**config.mk**
```make
export PLATFORM = sky130hd
export DESIGN_NAME = updown_sweep_ctrl
export DESIGN_NICKNAME = d
export VERILOG_FILES = /design/src/rtl/updown_pkg.sv /design/src/rtl/updown_counter_sync.sv /design/src/rtl/updown_sweep_ctrl.sv
export SDC_FILE = /design/constraint.sdc
export NUM_CORES = 1
export LEC_CHECK = 0
export CAP_MARGIN = 20
export CORE_ASPECT_RATIO = 0.8
export CORE_MARGIN = 1
export CORE_UTILIZATION = 45
export DETAILED_ROUTE_END_ITERATION = 8
export PLACE_DENSITY = 0.73
export SETUP_SLACK_MARGIN = 0.15
export SLEW_MARGIN = 20
export SYNTH_ARGS = -nofsm -noshare
export SYNTH_HDL_FRONTEND = slang
export SYNTH_SLANG_ARGS = --single-unit
export TNS_END_PERCENT = 10
```
**constraint.sdc**
```tcl
create_clock -name clk -period 5 [get_ports clk]
set_input_delay 1 -clock clk [delete_from_list [all_inputs] [get_ports clk]]
set_output_delay 1 -clock clk [all_outputs]
set_load 0.05 [all_outputs]
```
**src/rtl/updown_pkg.sv**
```systemverilog
// Shared types and constants for the up/down sweep controller.
package updown_pkg;

    // Controller states: idle, counting towards hi, counting towards lo.
    typedef enum logic [1:0] {
        IDLE = 2'd0,
        UP   = 2'd1,
        DOWN = 2'd2
    } state_e;

    // Direction encoding on the counter's up input.
    localparam logic DIR_UP = 1'b1;
    localparam logic DIR_DN = 1'b0;

endpackage

```
**src/rtl/updown_counter_sync.sv**
```systemverilog
// Synchronous up/down counter with synchronous load and count enable.
module updown_counter_sync #(
    parameter int WIDTH = 2
) (
    input  logic             clk,
    input  logic             rst,
    input  logic             load,
    input  logic [WIDTH-1:0] din,
    input  logic             t,
    input  logic             up,
    output logic [WIDTH-1:0] q
);

    logic [WIDTH-1:0] q_q;
    logic [WIDTH-1:0] q_d;

    // Next count: load wins over counting; hold when t is low.
    always_comb begin
        // NOTE: default first so every path assigns q_d and no latch is inferred.
        q_d = q_q;
        if (load) begin
            q_d = din;
        end else if (t) begin
            q_d = up ? q_q + WIDTH'(1) : q_q - WIDTH'(1);
        end
    end

    // Count register, cleared by the asynchronous active-low reset.
    always_ff @(posedge clk or negedge rst) begin
        // NOTE: non-blocking assignments for flops so all registers update together.
        if (!rst) begin
            q_q <= '0;
        end else begin
            q_q <= q_d;
        end
    end

    assign q = q_q;

endmodule

```
**src/rtl/updown_sweep_ctrl.sv**
```systemverilog
// Sweep controller: drives an up/down counter back and forth between
// latched limits lo and hi for a programmed number of sweeps (0 = forever).
module updown_sweep_ctrl
    import updown_pkg::*;
#(
    parameter int WIDTH   = 2,
    parameter int SWEEP_W = 8
) (
    input  logic               clk,
    input  logic               rst,
    input  logic               start,
    input  logic               stop,
    input  logic               pause,
    input  logic [WIDTH-1:0]   lo,
    input  logic [WIDTH-1:0]   hi,
    input  logic [SWEEP_W-1:0] sweeps,
    output logic               t,
    output logic               up,
    output logic [WIDTH-1:0]   q,
    output logic               busy,
    output logic               done,
    output logic               err
);

    state_e               state_q, state_d;
    logic [WIDTH-1:0]     lo_q, lo_d;
    logic [WIDTH-1:0]     hi_q, hi_d;
    logic [SWEEP_W-1:0]   sweeps_q, sweeps_d;
    logic [SWEEP_W-1:0]   cnt_q, cnt_d;
    logic                 busy_q, busy_d;
    logic                 done_q, done_d;
    logic                 err_q, err_d;
    logic                 load;
    logic [WIDTH-1:0]     din;

    logic at_hi;
    logic at_lo;
    logic last_sweep;
    logic start_ok;

    assign at_hi      = (q == hi_q);
    assign at_lo      = (q == lo_q);
    // Completing this sweep reaches a nonzero programmed count.
    assign last_sweep = (sweeps_q != '0) && ((cnt_q + SWEEP_W'(1)) == sweeps_q);
    assign start_ok   = (lo < hi);

    // State, latched limits, sweep counter and registered status flags.
    always_ff @(posedge clk or negedge rst) begin
        if (!rst) begin
            state_q  <= IDLE;
            lo_q     <= '0;
            hi_q     <= '0;
            sweeps_q <= '0;
            cnt_q    <= '0;
            busy_q   <= 1'b0;
            done_q   <= 1'b0;
            err_q    <= 1'b0;
        end else begin
            state_q  <= state_d;
            lo_q     <= lo_d;
            hi_q     <= hi_d;
            sweeps_q <= sweeps_d;
            cnt_q    <= cnt_d;
            busy_q   <= busy_d;
            done_q   <= done_d;
            err_q    <= err_d;
        end
    end

    // Next state: stop beats pause, pause defers the limit decision.
    always_comb begin
        state_d = state_q;
        case (state_q)
            IDLE: begin
                if (start && start_ok) state_d = UP;
            end
            UP: begin
                if (stop)                state_d = IDLE;
                else if (!pause && at_hi) state_d = DOWN;
            end
            DOWN: begin
                if (stop)                state_d = IDLE;
                else if (!pause && at_lo) state_d = last_sweep ? IDLE : UP;
            end
            default: state_d = IDLE;
        endcase
    end

    // Start acceptance/rejection, sweep counting and done/err pulses.
    always_comb begin
        lo_d     = lo_q;
        hi_d     = hi_q;
        sweeps_d = sweeps_q;
        cnt_d    = cnt_q;
        done_d   = 1'b0;
        err_d    = 1'b0;
        load     = 1'b0;
        din      = lo;
        if (state_q == IDLE && start) begin
            if (start_ok) begin
                lo_d     = lo;
                hi_d     = hi;
                sweeps_d = sweeps;
                cnt_d    = '0;
                load     = 1'b1;
            end else begin
                err_d = 1'b1;
            end
        end
        if (state_q == DOWN && !stop && !pause && at_lo) begin
            cnt_d  = cnt_q + SWEEP_W'(1);
            done_d = last_sweep;
        end
        busy_d = (state_d != IDLE);
    end

    // Counter controls decoded from state, position, pause and stop.
    always_comb begin
        t  = 1'b0;
        up = DIR_UP;
        case (state_q)
            UP: begin
                up = at_hi ? DIR_DN : DIR_UP;
                t  = !stop && !pause;
            end
            DOWN: begin
                up = at_lo ? DIR_UP : DIR_DN;
                t  = !stop && !pause && !(at_lo && last_sweep);
            end
            default: begin
                t  = 1'b0;
                up = DIR_UP;
            end
        endcase
    end

    updown_counter_sync #(.WIDTH(WIDTH)) u_counter (
        .clk  (clk),
        .rst  (rst),
        .load (load),
        .din  (din),
        .t    (t),
        .up   (up),
        .q    (q)
    );

    assign busy = busy_q;
    assign done = done_q;
    assign err  = err_q;

endmodule

```
==> impl_summary.md, run 1 <==
Timing
The setup-violating endpoint count in the final report is 0. The worst clock skew is ~0.0064 ns. At the pin with the least slew margin, the transition time is ~0.65 ns. For the finished layout, the period the worst path requires is between 4 and 5 ns. The top achievable clock speed is 0.248 GHz.

The final number of max-transition violations is 0. Headroom to the max-slew limit came out at 0.568. Setup repair after global routing left no endpoint under its margin. The summed negative setup slack over all endpoints is 0 ns.

Dividing the final minimum period by the clock period gives 0.807. The number of endpoints with negative hold slack in the final report was 0.

Global route
For this run, the total global-route usage over all layers was measured as 0.191. The number of global-route vias before repair is roughly 1300. Entering global routing, the biggest net connects 28 pins.

The first global-routing pass estimated between 6000 and 7000 um of wire. The number of antenna violations at the first check in global routing was 0. The aggregate global routing overflow is 0.

Clocking
The number of gates given a new drive strength after cts is 0. In this run the post-CTS setup repair buffer count came out at 0. TritonCTS built the clock tree. CTS built an H-tree with a depth of 1. The clock reaches the later pin of the worst-skew pair after about 0.27 ns. No sink is reached through more buffers than the 2 on the longest clock path. Clock-pin slew was measured on the worst setup and hold paths at 0.10 ns. The root buffer cell chosen for the clock tree is sky130_fd_sc_hd__clkbuf_8. The count of hold-fix buffers inserted at cts is 0.

The number of sinks on the clock net is 27. The number of CTS-inserted buffers is 3.

Detailed routing
The number of DRC violations after detailed-routing iteration 0 is 95. The iteration count of the initial detailed-routing pass is 4. The routed wire length is ~3400 um. In the routed layout, each cell is associated on average with a via count of between 5 and 6.

In the final routed layout, each cell accounts on average for 13.4 um. In the routed design, unresolved DRC markers number 0. The detailed router placed 1422 vias in this run. The count of antenna-violating nets left after detailed routing is 0.

Die
The width of the die is roughly 70 um. The starting utilization of the core area is 0.482. The site row count is 19. The I/O pin total is 24.

The overall die area is roughly 4000 um2. In this run the vertical extent of the chip is roughly 57 um. The placeable core region is about 3500 um2.

Synth
The number of instances in the synthesized netlist is approximately 190. The async set-or-reset flop fraction in the synthesized netlist is 1.00. The unique cell type count in the Yosys netlist is 41. The number of synthesis warnings is 0. Of the post-synthesis cell area, the dominant cell type holds 0.401. The sequential cell area fraction in the yosys report is 0.401.

sky130_fd_sc_hd__dfrtp_1 takes more of the synthesized area than any other cell. When the netlist entered floorplanning its net count stood at between 200 and 250. Of the total synthesized cell area, the portion taken by full adders, half adders and majority gates is 0.0446. The simple-gate portion of the synthesized area is 0.254.

The synthesized-area fraction occupied by ao, oa, aoi and oai cells was 0.165. Ranked by total cell area, the synthesized netlist is headed by sky130_fd_sc_hd__dfrtp_1 (40%), sky130_fd_sc_hd__nand2_1 (8.9%), sky130_fd_sc_hd__o21ai_0 (4.8%). After synthesis the cells add up to around 1700 um2. The synthesized area per cell is 8.67 um2.

The most used flip-flop cell after synthesis is sky130_fd_sc_hd__dfrtp_1. The flip-flop and latch count after synthesis is 27. After synthesis, the largest family of logic cells by area is simple AND/OR/NAND/NOR gates. The proportion of synthesized area in mux cells is 0.0119.

The xor/xnor cell area share of the yosys netlist is 0.0833. The number of synthesized flops with an enable pin is 0.

Placed design
The congestion estimate from routability-driven global placement came to roughly 0.86. During placement, the flow inserted port buffers numbering 23. In this run, placement finished with an instance count of around 250.

Detailed placement ended at an HPWL of 2550 um.

Min path
The worst min-delay path class is register to register.

Power
Summed over all cells, the static leakage comes to between 0.8 and 0.9 nW. The worst-case IR drop observed on VDD is around 310 uV. The power per unit of standard cell area is ~460 nW/um2.

Final layout
The count of cells in the finished layout, fillers not included, comes to between 200 and 300. The post-synthesis to final-layout area growth is 18.0%. Leaving out fill and tap cells, the most frequent cell in the layout is sky130_fd_sc_hd__nand2_1.

Of the cells placed in the final design, the portion with a size suffix greater than 1 is 0.0467. 0 antenna diodes ended up in the layout. In the layout the commonest cells are sky130_fd_sc_hd__nand2_1 (40), sky130_fd_sc_hd__dfrtp_1 (27), sky130_fd_sc_hd__clkdlybuf4s50_1 (23). The final net count is approximately 240.

Critical path
The kind of end point of the critical path is an output pin. STA puts the critical path data arrival time at about 3.0 ns. STA classifies the critical path startpoint as an input port. On the critical path, the stage with the largest delay is an instance of sky130_fd_sc_hd__clkdlybuf4s50_1.

The library cell appearing most often on the critical path is sky130_fd_sc_hd__clkdlybuf4s50_1. The kind of cell with the highest combined delay along the critical path is buffers and inverters. The maximum net fanout on the critical path is 5. Counting both buffers and inverters, the worst setup path holds a total of 2. The highest cell delay on the worst timing path is approximately 0.8 ns. The worst setup path is of the input port to output pin kind. The critical path goes through clkdlybuf4s50_1 -> or4_1 -> nor2_1 -> clkdlybuf4s50_1. STA puts the critical path data required time at roughly 4.0 ns.

Run
The count of max-cap constraint violations is 0.

Run status
The flow ran to the end, and the final reports show no timing, DRC or antenna violations.
## Yosys cell counts (2+ instances only)
master / instances
sky130_fd_sc_hd__nand4_1: 2
sky130_fd_sc_hd__xnor2_1: 9
sky130_fd_sc_hd__a211oi_1: 2
sky130_fd_sc_hd__inv_1: 8
sky130_fd_sc_hd__o31ai_1: 4
sky130_fd_sc_hd__and3_1: 2
sky130_fd_sc_hd__ha_1: 6
sky130_fd_sc_hd__nor3b_1: 2
sky130_fd_sc_hd__a221o_1: 2
sky130_fd_sc_hd__o21ai_0: 16
sky130_fd_sc_hd__a21oi_1: 7
sky130_fd_sc_hd__o41ai_1: 3
sky130_fd_sc_hd__a31oi_1: 3
sky130_fd_sc_hd__nand2b_1: 3
sky130_fd_sc_hd__and2_1: 3
sky130_fd_sc_hd__clkbuf_1: 3
sky130_fd_sc_hd__buf_2: 4
sky130_fd_sc_hd__nor2_1: 12
sky130_fd_sc_hd__mux2i_1: 2
sky130_fd_sc_hd__nand2_1: 40
sky130_fd_sc_hd__xor2_1: 7
sky130_fd_sc_hd__or3_1: 2
sky130_fd_sc_hd__nor3_1: 3
sky130_fd_sc_hd__or4_1: 2
sky130_fd_sc_hd__nand3_1: 3
sky130_fd_sc_hd__nand3b_1: 3
sky130_fd_sc_hd__dfrtp_1: 27
## power breakdown
| group | internal, mW | switching [mW] |
|---|---|---|
| clock | 0.0565 | 0.0680 |
| combinational | 0.172 | 0.257 |
| sequential | 0.284 | 0.0730 |
| total | 0.512 | 0.398 |
## sequential cells by signal, summed over array words and instances (netlist names)
signal and cells:
done 1, err 1, hi_q 2, state_q 2
lo_q 2, cnt_q 8, busy 1, sweeps_q 8
u_counter.q 2
## layer usage
layer  track usage  wire (um)
met2         0.272       1380
met3        0.0395        142
met4        0.0371         51
met5             0          0
met1         0.297       1860
## cell type report
class / count / area [um2]
clock inverters: 1 / 7.51
flip-flops and latches: 27 / 676
clock buffers: 3 / 41.3
inverters: 8 / 30.0
multi-input cells: 151 / 941
fillers: 343 / 1510
well taps: 42 / 52.6
repair buffers: 24 / 238
## through the flow
step	worst slack, ns	hold WS, ns	utilization	cell area (um2)	total power, mW
2_1_floorplan	1.75	0.465	-	1680	0.667
4_1_cts	0.974	0.512	0.568	1990	0.915
5_1_grt	0.914	0.545	0.568	1990	0.982
3_5_place_dp	0.973	0.488	0.554	1940	0.788
3_3_place_gp	1.01	0.484	0.554	1940	0.778
6_report	0.965	0.501	0.568	1990	0.911
## tightest hold or removal path: stages (launching register included)
cell and delay (ns):
sky130_fd_sc_hd__dfrtp_1 0.37, sky130_fd_sc_hd__nand2_1 0.06, sky130_fd_sc_hd__nand2_1 0.05
## logic make-up (layout without fill, tap and decap cells)
group | Yosys count | after routing
adder cells (fa/ha/maj) | 6 | 6
XOR/XNOR | 16 | 16
AND/OR/NAND/NOR | 86 | 86
multiplexers | 2 | 2
flip-flops | 27 | 27
AO/OA/AOI/OAI | 41 | 41
buffers and inverters | 16 | 36
## path summary, 6_finish.rpt
| kind | startpoint | end | slack (ns) | cells past startpoint |
|---|---|---|---|---|
| setup / recovery | pause | t | 0.96 | 4 |
| hold / removal | hi_q[0] | hi_q[0] | 0.50 | 2 |
| setup reg to reg | u_counter.q[0] | cnt_q[3] | 2.59 | 6 |
| hold reg to reg | hi_q[0] | hi_q[0] | 0.50 | 2 |
| max in group asynchronous | rst | cnt_q[3] | 3.65 | 2 |
| min in group asynchronous | rst | sweeps_q[5] | 1.09 | 2 |
Note: power is estimated with default switching activity, not from simulation.
==> run 2, diff against run 1 <==
--- a/config.mk
+++ b/config.mk
@@ -10,7 +10,7 @@
 export CORE_MARGIN = 1
 export CORE_UTILIZATION = 45
 export DETAILED_ROUTE_END_ITERATION = 8
-export PLACE_DENSITY = 0.73
+export PLACE_DENSITY = 0.76
 export SETUP_SLACK_MARGIN = 0.15
 export SLEW_MARGIN = 20
 export SYNTH_ARGS = -nofsm -noshare
==> constraint.sdc (replaced) <==
create_clock -name clk -period 3.48 [get_ports clk]
set_input_delay 0.696 -clock clk [delete_from_list [all_inputs] [get_ports clk]]
set_output_delay 0.696 -clock clk [all_outputs]
set_load 0.05 [all_outputs]
==> impl_summary.md, run 2 (synthesized netlist as in run 1, its figures left out) <==
Run status
The run finished with clean final reports.

Global route
The all-layer global routing usage is 0.187. The layer flagged by global routing as most heavily used is met1. The aggregate global routing overflow is 0. For met2 alone, demand over resource in global routing was 0.263. In the global route stage, met1 resource usage came out at 0.276.

Entering global routing, the biggest net connects 28 pins. For this run, global-route usage on met3 was measured as 0.0610. The first-pass GRT wire length is slightly below 6000 um. The number of global-route vias before repair is 1225. The number of antenna violations at the first check in global routing came to 0.

Die
From bottom edge to top edge, the die measures approximately 57 um. In this run the core area contains 19 standard-cell rows. In this run the horizontal extent of the chip is about 70 um. The overall die area is around 4000 um2.

The I/O pin total is 24. The starting utilization of the core area is 0.482. The core region is ~3500 um2.

Detailed routing
After detailed routing, the number of vias per cell comes to about 5.5. After detailed routing, the number of remaining DRC violations is 0. The routed design has around 3500 um of wire. Once detail routing completed, the nets flagged for antenna violations numbered 0. The routed layout has between 1000 and 1500 vias. In the final routed layout, each cell accounts on average for 13.4 um. The number of DRC violations after detailed-routing iteration 0 is 120. The iteration count of the initial detailed-routing pass is 4.

Final layout
Fill cells in the final layout number roughly 330. Compared with the post-synthesis result, the final layout area differs by 19.6%. The most common library cell in the layout ignoring fill and taps is sky130_fd_sc_hd__nand2_1.

The final design instance area without fill is a little over 2000 um2. Measured on the finished design, the core utilization comes to 0.576. The antenna diode count is 0.

For this run, the post-layout net count is 240. Leaving out fill and tap cells, the most frequent cells in the layout are sky130_fd_sc_hd__nand2_1 (40), sky130_fd_sc_hd__dfrtp_1 (27), sky130_fd_sc_hd__clkdlybuf4s50_1 (22). The filler-free cell count of the finished design is ~260. The layout cell share with drive strength beyond 1 is 0.0602. In the final layout, the registers with the most flip-flops are cnt_q: 8 flops, sweeps_q: 8 flops.

Critical path
The endpoint of the worst register-to-register path is busy. The critical setup path kind is register to output pin. The number of cells on the worst reg-to-reg path is 7. The startpoint of the lowest-slack register-to-register path is cnt_q[0].

STA classifies the critical path endpoint as an output pin. The nature of the critical path startpoint is a register. At the worst endpoint, the arrival time is ~2.4 ns. The worst endpoint required time is approximately 2.8 ns.

The worst setup path endpoint is t. The launching instance or port of the critical path is cnt_q[0]. In this run the worst path has a maximum fanout of 7.

The worst register-to-register path has a setup slack of 1.14 ns.

Timing
The number of endpoints with negative hold slack in the final report was 0. The summed negative setup slack over all endpoints is 0 ns. The top achievable clock speed is ~0.32 GHz.

The worst relative slew slack is 0.680. Setup violations remaining at the end of the flow were counted as 0. The minimum period implied by the final worst setup slack is around 3.1 ns. In the post-route analysis, the smallest setup slack over all paths is between 0.3 and 0.4 ns. At the pin with the least slew margin, the transition time is ~0.47 ns. The worst clock skew is ~0.016 ns. Setup repair after global routing left no endpoint under its margin. The final number of max-transition violations was 0. The final period utilization is 0.901. Final hold analysis gives a worst-case slack of about 0.51 ns.

Placed design
The last weighted congestion value of the routability-driven placer is ~0.84. Detailed placement ended at an HPWL of ~2500 um. The placement-stage worst setup slack is ~0.62 ns. The post-place instance area is 1960 um2. The instance count after placement with tap cells included is 254. During placement, the flow inserted port buffers numbering 23.

Power
The reported leakage power is 0.858 nW. The final total power is between 1 and 1.5 mW. The maximum vdd ir drop is ~460 uV. In this run the power density over the cells is between 600 and 700 nW/um2.

Clocking
TritonCTS built the clock tree. The number of CTS-inserted buffers is 3. The clock slew seen by the registers of the worst setup and hold paths is about 0.10 ns.

The number of gates given a new drive strength after cts is 0. The master cell of the clock root buffer is sky130_fd_sc_hd__clkbuf_8. The number of post-CTS setup repair buffers is 0.

Clock latency on the worst-skew pair, taken at its later pin, is a little under 0.3 ns. For this design, the CTS-stage hold fixing added 0 buffers. The maximum count of clock buffers along a single path is 2.

The number of sinks on the clock net is 27. In this run the number of H-tree levels came out at 1.

Min path
In this run the worst hold path is classified as register to register. The cell depth of the worst min-delay path is 2.

Run
The count of max-cap constraint violations is 0.
## run 2: cell types whose count changed in the layout (fill, tap and decap cells not counted)
| cell | delta |
|---|---|
| sky130_fd_sc_hd__clkinvlp_4 | -1 |
| sky130_fd_sc_hd__buf_12 | +1 |
| sky130_fd_sc_hd__clkdlybuf4s50_1 | -1 |
| sky130_fd_sc_hd__buf_4 | +2 |
| sky130_fd_sc_hd__inv_6 | +1 |
## run 2: worst min-delay path by stage
stage	slack [ns]	end	startpoint
finish	0.51	hi_q[0]	hi_q[0]
global route	0.54	sweeps_q[0]	sweeps_q[0]
CTS	0.51	hi_q[0]	hi_q[0]
detailed placement	0.49	hi_q[0]	hi_q[0]
global placement	0.48	hi_q[0]	hi_q[0]
floorplan	0.40	busy	rst
## run 2: power breakdown
group          switching, mW  total (mW)  internal (mW)
registers              0.107       0.515          0.408
logic                  0.371       0.623          0.252
clock network          0.105       0.189         0.0843
## run 2: routing by layer
metal  vias up  wire length (um)
met2        53              1460
met1       651              1690
li1        723                 -
met3         2               299
met4         0                14
met5         -                 0
## run 2: cell type report
cell class,count,area [um2],area share
Clock buffer,3,41.3,0.0205
Clock inverter,1,8.76,0.00435
Inverter,8,30.0,0.0149
Multi-Input combinational cell,151,941,0.468
Sequential cell,27,676,0.336
Tap cell,42,52.6,0.0261
Timing Repair Buffer,26,263,0.131
## run 2: critical path, cell delays in order (launching register included)
cell,delay (ns)
sky130_fd_sc_hd__dfrtp_1,0.47
sky130_fd_sc_hd__ha_1,0.35
sky130_fd_sc_hd__xor2_1,0.15
sky130_fd_sc_hd__a211oi_1,0.35
sky130_fd_sc_hd__nand4b_1,0.20
sky130_fd_sc_hd__a2111oi_4,0.33
sky130_fd_sc_hd__nor2_1,0.13
sky130_fd_sc_hd__buf_12,0.17
==> run 3, diff against run 2 <==
--- a/config.mk
+++ b/config.mk
@@ -10,7 +10,9 @@
 export CORE_MARGIN = 1
 export CORE_UTILIZATION = 45
 export DETAILED_ROUTE_END_ITERATION = 8
-export PLACE_DENSITY = 0.76
+export DONT_BUFFER_PORTS = 1
+export MAX_ROUTING_LAYER = met4
+export PLACE_DENSITY = 0.67
 export SETUP_SLACK_MARGIN = 0.15
 export SLEW_MARGIN = 20
 export SYNTH_ARGS = -nofsm -noshare
==> impl_summary.md, run 3 (synthesized netlist as in run 1, its figures left out) <==
Final layout
Measured on the finished design, the core utilization comes to 0.507. The layout cell share with drive strength beyond 1 is 0.0622. In the final layout, the registers with the most flip-flops are cnt_q: 8 flops, sweeps_q: 8 flops. The number of antenna diodes in the final layout is 0. The library cells used most frequently in the layout, excluding fill and tap cells, are sky130_fd_sc_hd__nand2_1 (40), sky130_fd_sc_hd__dfrtp_1 (27), sky130_fd_sc_hd__o21ai_0 (16).

The final layout contains about 220 nets. The post-synthesis to final-layout area growth is 5.20%. The library cell used most frequently in the layout, excluding fill and tap cells, is sky130_fd_sc_hd__nand2_1. The finished cells cover 1770 um2.

Critical path
The kind of end point of the critical path is an output pin. The maximum net fanout on the critical path is 7. STA classifies the critical path startpoint as a register. The worst endpoint required time is 2.78 ns. The critical setup path kind is register to output pin.

Data on the critical path arrives at its endpoint at 2.36 ns.

Die
Row generation in the floorplan step produced 19 rows. The starting utilization of the core area is 0.482. The floorplan step set the die width to 70.4 um. The floorplan step defined a die boundary enclosing 3990 um2. The die is about 57 um tall.

24 I/O pins were placed. The region available for standard cell placement spans about 3500 um2.

Timing
The tightest hold margin is between 0.1 and 0.15 ns. The slew at the pin closest to its max-slew limit is approximately 0.6 ns. The final number of max-transition violations came to 0. Setup violations remaining at the end of the flow were counted as 0.

Summed over all failing endpoints, the final setup total negative slack is 0 ns. The number of endpoints with negative hold slack in the final report is 0. Setup slack on the critical path of the routed design comes to 0.420 ns. The worst relative slew slack is 0.593.

The worst path needs ~3.1 ns of the cycle, external delays included. The worst clock skew is roughly 0.011 ns. Derived from the worst setup path, the maximum achievable clock frequency is approximately 0.33 GHz. Dividing the final minimum period by the clock period gives 0.879. Setup repair after global routing left no endpoint under its margin.

Detailed routing
The routed design uses 1410 um of met2 wire. Before antenna repair, the detailed router went through 4 iterations. For this run, design rule violations remaining after detail routing come to 0. The routed wire length is 3370 um. The via count normalized by instance count is approximately 5.6. The wire length on met3 is 166 um.

The count of nets left with antenna violations once routing finished came out at 0. After the first detailed-routing iteration, the DRC count stood at 96. The total via count in the routed design is ~1300. The highest metal layer with signal wires is met4. The average wire length per cell after detail routing is around 14 um. The detailed router put a total of roughly 1800 um of wire on met1.

Clocking
After clock tree synthesis, the clock-pin slew on the worst setup and hold paths is around 0.10 ns. The clock reaches the later pin of the worst-skew pair after 0.28 ns. The CTS tree is yes.

The number of post-CTS setup repair buffers is 0. The number of clock buffers added by TritonCTS is 3. The number of gates resized after CTS was 0. For this design, the CTS-stage hold fixing added 0 buffers. Clock tree synthesis found a total of 27 sinks. The maximum count of clock buffers along a single path is 2. The master cell of the clock root buffer is sky130_fd_sc_hd__clkbuf_8. The depth of the CTS H-tree is 1.

Global route
Entering global routing, the biggest net connects 28 pins. The all-layer global routing usage is 0.188. The number of antenna violations at the first check in global routing is 0. The total overflow left after global routing is 0. The first global-routing pass estimated between 5000 and 6000 um of wire. The number of global-route vias before repair is 1207.

Placed design
Once detailed placement completed, the half-perimeter wirelength came to 2550 um. The post-place instance area is about 1700 um2. The number of buffer cells added on primary ports is 0. Before CTS, the worst setup slack after placement is 0.736 ns. The last weighted congestion value of the routability-driven placer is 0.904.

Min path
The path class of the tightest hold or removal check is input port to asynchronous set/reset pin.

Run status
The flow ran to the end, and the final reports show no timing, DRC or antenna violations.

Power
The power per unit of standard cell area is between 600 and 700 nW/um2. VDD sags by at most 408 uV. For this design the static power due to leakage is 0.761 nW.

Run
The count of max-cap constraint violations is 0.
[run 3: area by class of cell]
type,instances,area (um2)
flip-flops and latches,27,676
multi-input cells,151,941
clock buffers,3,41.3
inverters,8,30.0
fillers,341,1720
well taps,42,52.6
clock inverters,1,7.51
repair buffers,3,22.5
[run 3: path summary, 6_finish.rpt]
check	startpoint	end	slack [ns]	depth (start not counted)
max reg2reg	u_counter.q[0]	u_counter.q[1]	0.89	6
max	cnt_q[0]	t	0.42	7
min	rst	hi_q[1]	0.10	0
min in group clk	cnt_q[7]	cnt_q[7]	0.50	1
min reg2reg	cnt_q[7]	cnt_q[7]	0.50	1
max in group asynchronous	rst	sweeps_q[2]	3.30	0
[run 3: worst max-delay path, stage by stage, from the launching register on]
cell and delay, ns:
sky130_fd_sc_hd__dfrtp_1 0.47, sky130_fd_sc_hd__ha_1 0.30, sky130_fd_sc_hd__and3_1 0.24, sky130_fd_sc_hd__a21oi_1 0.10, sky130_fd_sc_hd__nand4b_2 0.25, sky130_fd_sc_hd__a2111oi_4 0.45
sky130_fd_sc_hd__nor2_1 0.08, sky130_fd_sc_hd__buf_4 0.20
[run 3: routing by layer]
metal | GRT usage | up-vias
li1 | - | 675
met1 | 0.274 | 613
met2 | 0.271 | 32
met3 | 0.0395 | 4
met4 | 0.0343 | 0
met5 | - | -
[run 3: power by group]
| group | switching [mW] | internal [mW] |
|---|---|---|
| clock network | 0.0965 | 0.0812 |
| logic | 0.279 | 0.190 |
| registers | 0.179 | 0.407 |
[run 3: stage by stage]
stage,total power [mW],std cells
after detailed placement,1.06,231
after global placement,1.04,231
after floorplan,0.959,194
final,1.23,235
after global routing,1.33,235
after CTS,1.24,235
==> patch 1 (flow settings as in run 3) <==
`WIDTH` is set to 2 in 2 places; all go to 4.
--- a/src/rtl/updown_counter_sync.sv
+++ b/src/rtl/updown_counter_sync.sv
@@ -2,3 +2,3 @@
 module updown_counter_sync #(
-    parameter int WIDTH = 2
+    parameter int WIDTH = 4
 ) (
--- a/src/rtl/updown_sweep_ctrl.sv
+++ b/src/rtl/updown_sweep_ctrl.sv
@@ -5,3 +5,3 @@
 #(
-    parameter int WIDTH   = 2,
+    parameter int WIDTH   = 4,
     parameter int SWEEP_W = 8
Interface: changed (resized hi, lo and q); port bits go from 24 to 30. No check against the original RTL was run, so the function may have changed too.
==> patch 1 against run 3 <==
Register-to-register slack got worse by 0.22 ns. Synthesized cell count rose by 22%. Sequential share of layout area fell by 1.8 points. Highest routed layer unchanged. Count of clock-buffer cells in the layout rose by 4. Sequential cell count rose by 6. Non-clock buffer count rose by 3. First-iteration DRC count rose by 16%. Synthesized area rose by 22%. Design area rose by 28%. Combinational power rose by 34%. Worst setup slack got worse by 0.11 ns. Wire length rose by 35%. Core utilization rose by 2.4 points. Power rose by 37%.
==> patch 1: results (changes against run 3) <==
[power_and_ir_drop]
switching_power_uw=702  ; +27%
power_leakage_nw=1.04  ; +36%
ir_worst_vdd_uv=355  ; -13%

[worst_hold_path]
min_path_type=in -> async

[cells_and_area]
antennaDiodeCount=0  ; unchanged
layout-drive-gt1-share_pct=9.50  ; +3.3 points
nets=273  ; +26%
reg_top3=cnt_q x8, sweeps_q x8
fin_cells=299  ; +27%
fill_cells=412  ; +21%

[drt]
routed_wl_um=4550  ; +35%
drt_first_pass_iters=4  ; unchanged
via_per_inst=5.44  ; -3.5%
drt_iter0_drc=111  ; +16%
met2_length_um=1900  ; +35%
dr_wl_met3_um=258  ; +55%
dr.max_layer_used=met4
drt-met1-wl_um=2340  ; +32%

[synthesis]
seq_area_frac_synth_pct=40.2  ; +0.095 points
yosysWarnings=0  ; unchanged
synth-xor-area-share_pct=8.96  ; +0.64 points
synth-async-reset-ratio_pct=100  ; unchanged
syn_area_per_cell_sq_um=8.69  ; +0.23%
synth.distinct_cells=48  ; +17%
ys.flop_type=dfrtp_1
ys_top_cells_by_area=dfrtp_1 (40%), nand2_1 (10%), ha_1 (6.1%)
synth_edf_count=0  ; unchanged
synthAdderAreaFrac_pct=7.07  ; +2.6 points
muxShareOfSynthArea_pct=0  ; -1.2 points
netlist_top_cells_count=nand2_1 (56), dfrtp_1 (33), o21ai_0 (16), xor2_1 (14), nor2_1 (13)
synth_compound_area_share_pct=14.3  ; -2.2 points

[place]
place_congestion=0.915  ; +1.2%
dp_cells=291  ; +26%
hpwlAfterDp_um=3360  ; +32%
place_area_sq_um=2140  ; +24%
dp_slack_ns=0.482  ; -0.255 ns
portBuffers=0  ; unchanged

[grt]
grt_pass1_vias=1599  ; +32%
use_met1_pct=30.2  ; +2.9 points
grt_pass1_wl_um=7750  ; +36%
grt.met3_usage_pct=5.84  ; +1.9 points
grt_usage_pct=21.4  ; +2.6 points
grt_start_max_net_pins=34  ; +21%
gr-usage-met2_pct=29.6  ; +2.6 points
antenna_found_initial=0  ; unchanged

[sta]
fin_skew_ns=0.00384  ; -0.00715 ns
slew_headroom_pct=59.3  ; about the same

[worst_setup_path]
rr_startpoint=u_counter.q[3]$_DFFE_PN0P_
path_max_fanout=6  ; -1
cp.arrival_ns=2.47  ; +0.11 ns
crit_start=cnt_q[0]$_DFFE_PN0P_

[clock_tree]
cts_setup_buffers=0  ; unchanged
clock_path_buffers=2  ; unchanged
numCtsBuffers=5  ; +2
htree_levels=2  ; +1
insertion_delay_ns=0.29
cts.clk_slew.worst_paths_ns=0.07  ; -0.03 ns
cts_tree=built

[status]
status=finished, final reports clean

[patch 1: cell types whose count changed in the layout (fill, tap and decap cells not counted), moves of 5 or more]
cell | before | now
xor2_1 | 7 | 14
nor4_1 | 1 | 6
nand2_1 | 40 | 56
dfrtp_1 | 27 | 33
nand3_1 | 3 | 10
[patch 1: worst max-delay path, stage by stage, from the launching register on]
cell and delay (ns):
dfrtp_1 0.44, ha_2 0.31, xor2_1 0.17, a2111oi_4 0.32, or4b_1 0.52, nor4_4 0.20
o211ai_4 0.22
[patch 1: worst paths after layout]
path | to | slack [ns] | depth (start not counted)
worst max-delay path | t | 0.31 | 6
worst min-delay path | cnt_q[2]$_DFFE_PN0P_ | 0.1 | 0
worst max register to register | u_counter.q[3]$_DFFE_PN0P_ | 0.67 | 12
worst min register to register | lo_q[2]$_DFFE_PN0P_ | 0.50 | 2
max in group asynchronous | hi_q[1]$_DFFE_PN0P_ | 3.30 | 0
min in group clk | done$_DFF_PN0_ | 0.47 | 1
[patch 1: layout make-up]
cell class                 instances  area, sq um  area share, %
multi-input combinational        186         1180           51.9
sequential                        33          826           36.3
clock buffer                       7         86.3           3.80
tap                               57         71.3           3.14
timing repair buffer               6         45.0           1.98
inverter                           9         33.8           1.49
clock inverter                     1         30.0           1.32
[patch 1: power groups by stage]
stage,clock [mW],sequential (mW),combinational (mW)
3_3_place_gp,0,0.682,0.601
5_1_grt,0.396,0.695,0.709
3_5_place_dp,0,0.686,0.615
6_report,0.378,0.678,0.628
4_1_cts,0.385,0.680,0.622
2_1_floorplan,0,0.689,0.450
[patch 1: repair_timing]
action,CTS,global route
setup endpoints to repair,0,1
hold buffers,0,0
resized for setup,0,3
==> patch 2 (config.mk and constraints of run 3) <==
Without the edit above. Re-encode `state_e` (3 states) as one-hot, 3 bits wide.
--- a/src/rtl/updown_pkg.sv
+++ b/src/rtl/updown_pkg.sv
@@ -4,6 +4,6 @@
     // Controller states: idle, counting towards hi, counting towards lo.
-    typedef enum logic [1:0] {
-        IDLE = 2'd0,
-        UP   = 2'd1,
-        DOWN = 2'd2
+    typedef enum logic [2:0] {
+        IDLE = 3'b001,
+        UP   = 3'b010,
+        DOWN = 3'b100
     } state_e;
Formal check against the unedited RTL: no difference found for any inputs over 10 cycles, from zero or initial values and one cycle with rst low; not proved beyond that.
==> patch 2 against run 3 <==
Synthesized area rose by 3.9%. Largest cell class unchanged. Via count rose by 7.6%. Design area rose by 8.1%. Sequential cell count rose by 1. Register-to-register slack improved by 0.04 ns. Power fell by 11%. Synthesized cell count fell by 7.2%. Wire length rose by 16%. Worst setup slack got worse by 0.22 ns.
==> patch 2: results (changes against run 3) <==
[power_and_ir_drop]
ir_worst_vdd_uv=415  ; +1.7%
power_leakage_nw=0.770  ; +1.2%

[clock_tree]
insertion_delay_ns=0.28  ; about the same
cts.clk_slew.worst_paths_ns=0.10  ; about the same
htree_levels=1  ; unchanged
numCtsBuffers=3  ; unchanged
clockRootBuffer=clkbuf_8
clock_path_buffers=2  ; unchanged

[worst_setup_path]
path_max_fanout=4  ; -3
cp.arrival_ns=2.58  ; +0.22 ns

[cells_and_area]
reg_top3=cnt_q x8, sweeps_q x8, state_q x3
layout-drive-gt1-share_pct=22.3  ; +16 points
antennaDiodeCount=0  ; unchanged

[place]
portBuffers=0  ; unchanged
place_congestion=0.951  ; +5.2%
hpwlAfterDp_um=2910  ; +14%
place_area_sq_um=1780  ; +3.6%
dp_cells=217  ; -6.1%

[drt]
drt_iter0_drc=72  ; -25%
drt_first_pass_iters=4  ; unchanged
wl_per_cell_um=17.3  ; +21%
via_per_inst=6.31  ; +12%
routed_wl_um=3920  ; +16%

[synthesis]
syn_area_per_cell_sq_um=9.72  ; +12%
ys_top_cells_by_area=dfrtp_1 (39%), mux2_2 (7.1%), xnor2_1 (4.5%)
seq_area_frac_synth_pct=40.1  ; about the same
synth.distinct_cells=56  ; +37%
synthesis.nets=199  ; -8.3%
netlist_top_cells_count=dfrtp_1 (27), nand2_1 (15), o21ai_0 (15), mux2_2 (11), nor2_1 (11)
ys.flop_type=dfrtp_1
yosysWarnings=0  ; unchanged
synth-async-reset-ratio_pct=100  ; unchanged

[grt]
antenna_found_initial=0  ; unchanged
gr-usage-met2_pct=30.6  ; +3.5 points
grt.met3_usage_pct=4.87  ; +0.92 points
grt_start_max_net_pins=29  ; +3.6%
grt_pass1_vias=1402  ; +16%
grt_usage_pct=20.8  ; +2.0 points
use_met1_pct=29.8  ; +2.4 points
grt_pass1_wl_um=6530  ; +15%

[sta]
fin_skew_ns=0.00657  ; -0.00441 ns
finalSetupViolations=0  ; unchanged
tightest_slew_ns=0.745  ; +0.135 ns

[status]
status=finished, final reports clean

[worst_hold_path]
min_path_type=in -> async

patch 2: changes by cell type after synthesis, sizes merged, moves of 3 or more:
cell / delta
ha: -4
inv: -5
mux2: +11
nand2: -24
nand3: +5
nor2b: +3
o31ai: -3
or4b: +3
patch 2: per-layer routing:
layer | vias up | part of all wire, %
met5 | - | 0
met4 | 0 | 0.46
met3 | 2 | 8.2
met2 | 50 | 44
met1 | 704 | 48
li1 | 669 | -
patch 2: what timing repair did:
action,in CTS,in global routing
hold endpoints to repair,0,0
setup endpoints to repair,1,1
gates resized for setup,1,7
setup buffers,1,4
pin swaps,1,2
patch 2: kinds of logic (layout without fill, tap and decap cells):
| kind of cell | Yosys count | count (layout) | share of synthesized area [%] |
|---|---|---|---|
| buffers and inverters | 12 | 16 | 3.36 |
| AOI/OAI and AO/OA | 51 | 51 | 21.4 |
| DFF | 28 | 28 | 40.1 |
| xor gates and xnor gates | 14 | 14 | 7.01 |
| adders and majority gates | 2 | 2 | 1.43 |
| muxes | 12 | 12 | 7.65 |
| and+or+nand+nor | 61 | 61 | 19.0 |
patch 2: through the flow:
step                      utilization (%)  setup WS (ns)
after global routing                 53.7          0.119
final                                53.7          0.202
after detailed placement             50.0          0.370
after CTS                            52.3          0.178
after global placement               50.0          0.459
after floorplan                         -          0.189
patch 2: critical path: stages, from the launching register on:
cell and delay (ns):
dfrtp_2 0.44, ha_2 0.34, xnor2_1 0.11, o2111ai_1 0.14, a2111oi_2 0.37, or4b_4 0.54
nor2_4 0.11, o21ai_1 0.08, buf_6 0.16
patch 2: layout make-up:
type | instances | area (sq um)
multi-input combinational | 140 | 1000
fill | 314 | 1650
tap | 42 | 52.6
sequential | 28 | 704
timing repair buffer | 9 | 71.3
inverter | 3 | 11.3
clock inverter | 1 | 30.0
clock buffer | 3 | 41.3
patch 2: path summary, 6_finish.rpt:
check                           slack, ns                    to  cells after the start            startpoint
worst max register to register       0.93        busy$_DFF_PN0_                      7  cnt_q[0]$_DFFE_PN0P_
worst min register to register       0.51   hi_q[1]$_DFFE_PN0P_                      2   hi_q[1]$_DFFE_PN0P_
max in group asynchronous            3.21  state_q[0]$_DFF_PN1_                      0                   rst
worst min-delay path                  0.1  state_q[2]$_DFF_PN0_                      0                   rst
min in group clk                     0.47  state_q[2]$_DFF_PN0_                      1                  stop
worst max-delay path                 0.20                     t                      8  cnt_q[0]$_DFFE_PN0P_
patch 2: power breakdown:
part           internal [mW]  switching (mW)
clock network          0.154           0.102
logic                  0.161           0.221
registers              0.388          0.0775
total                  0.703           0.400
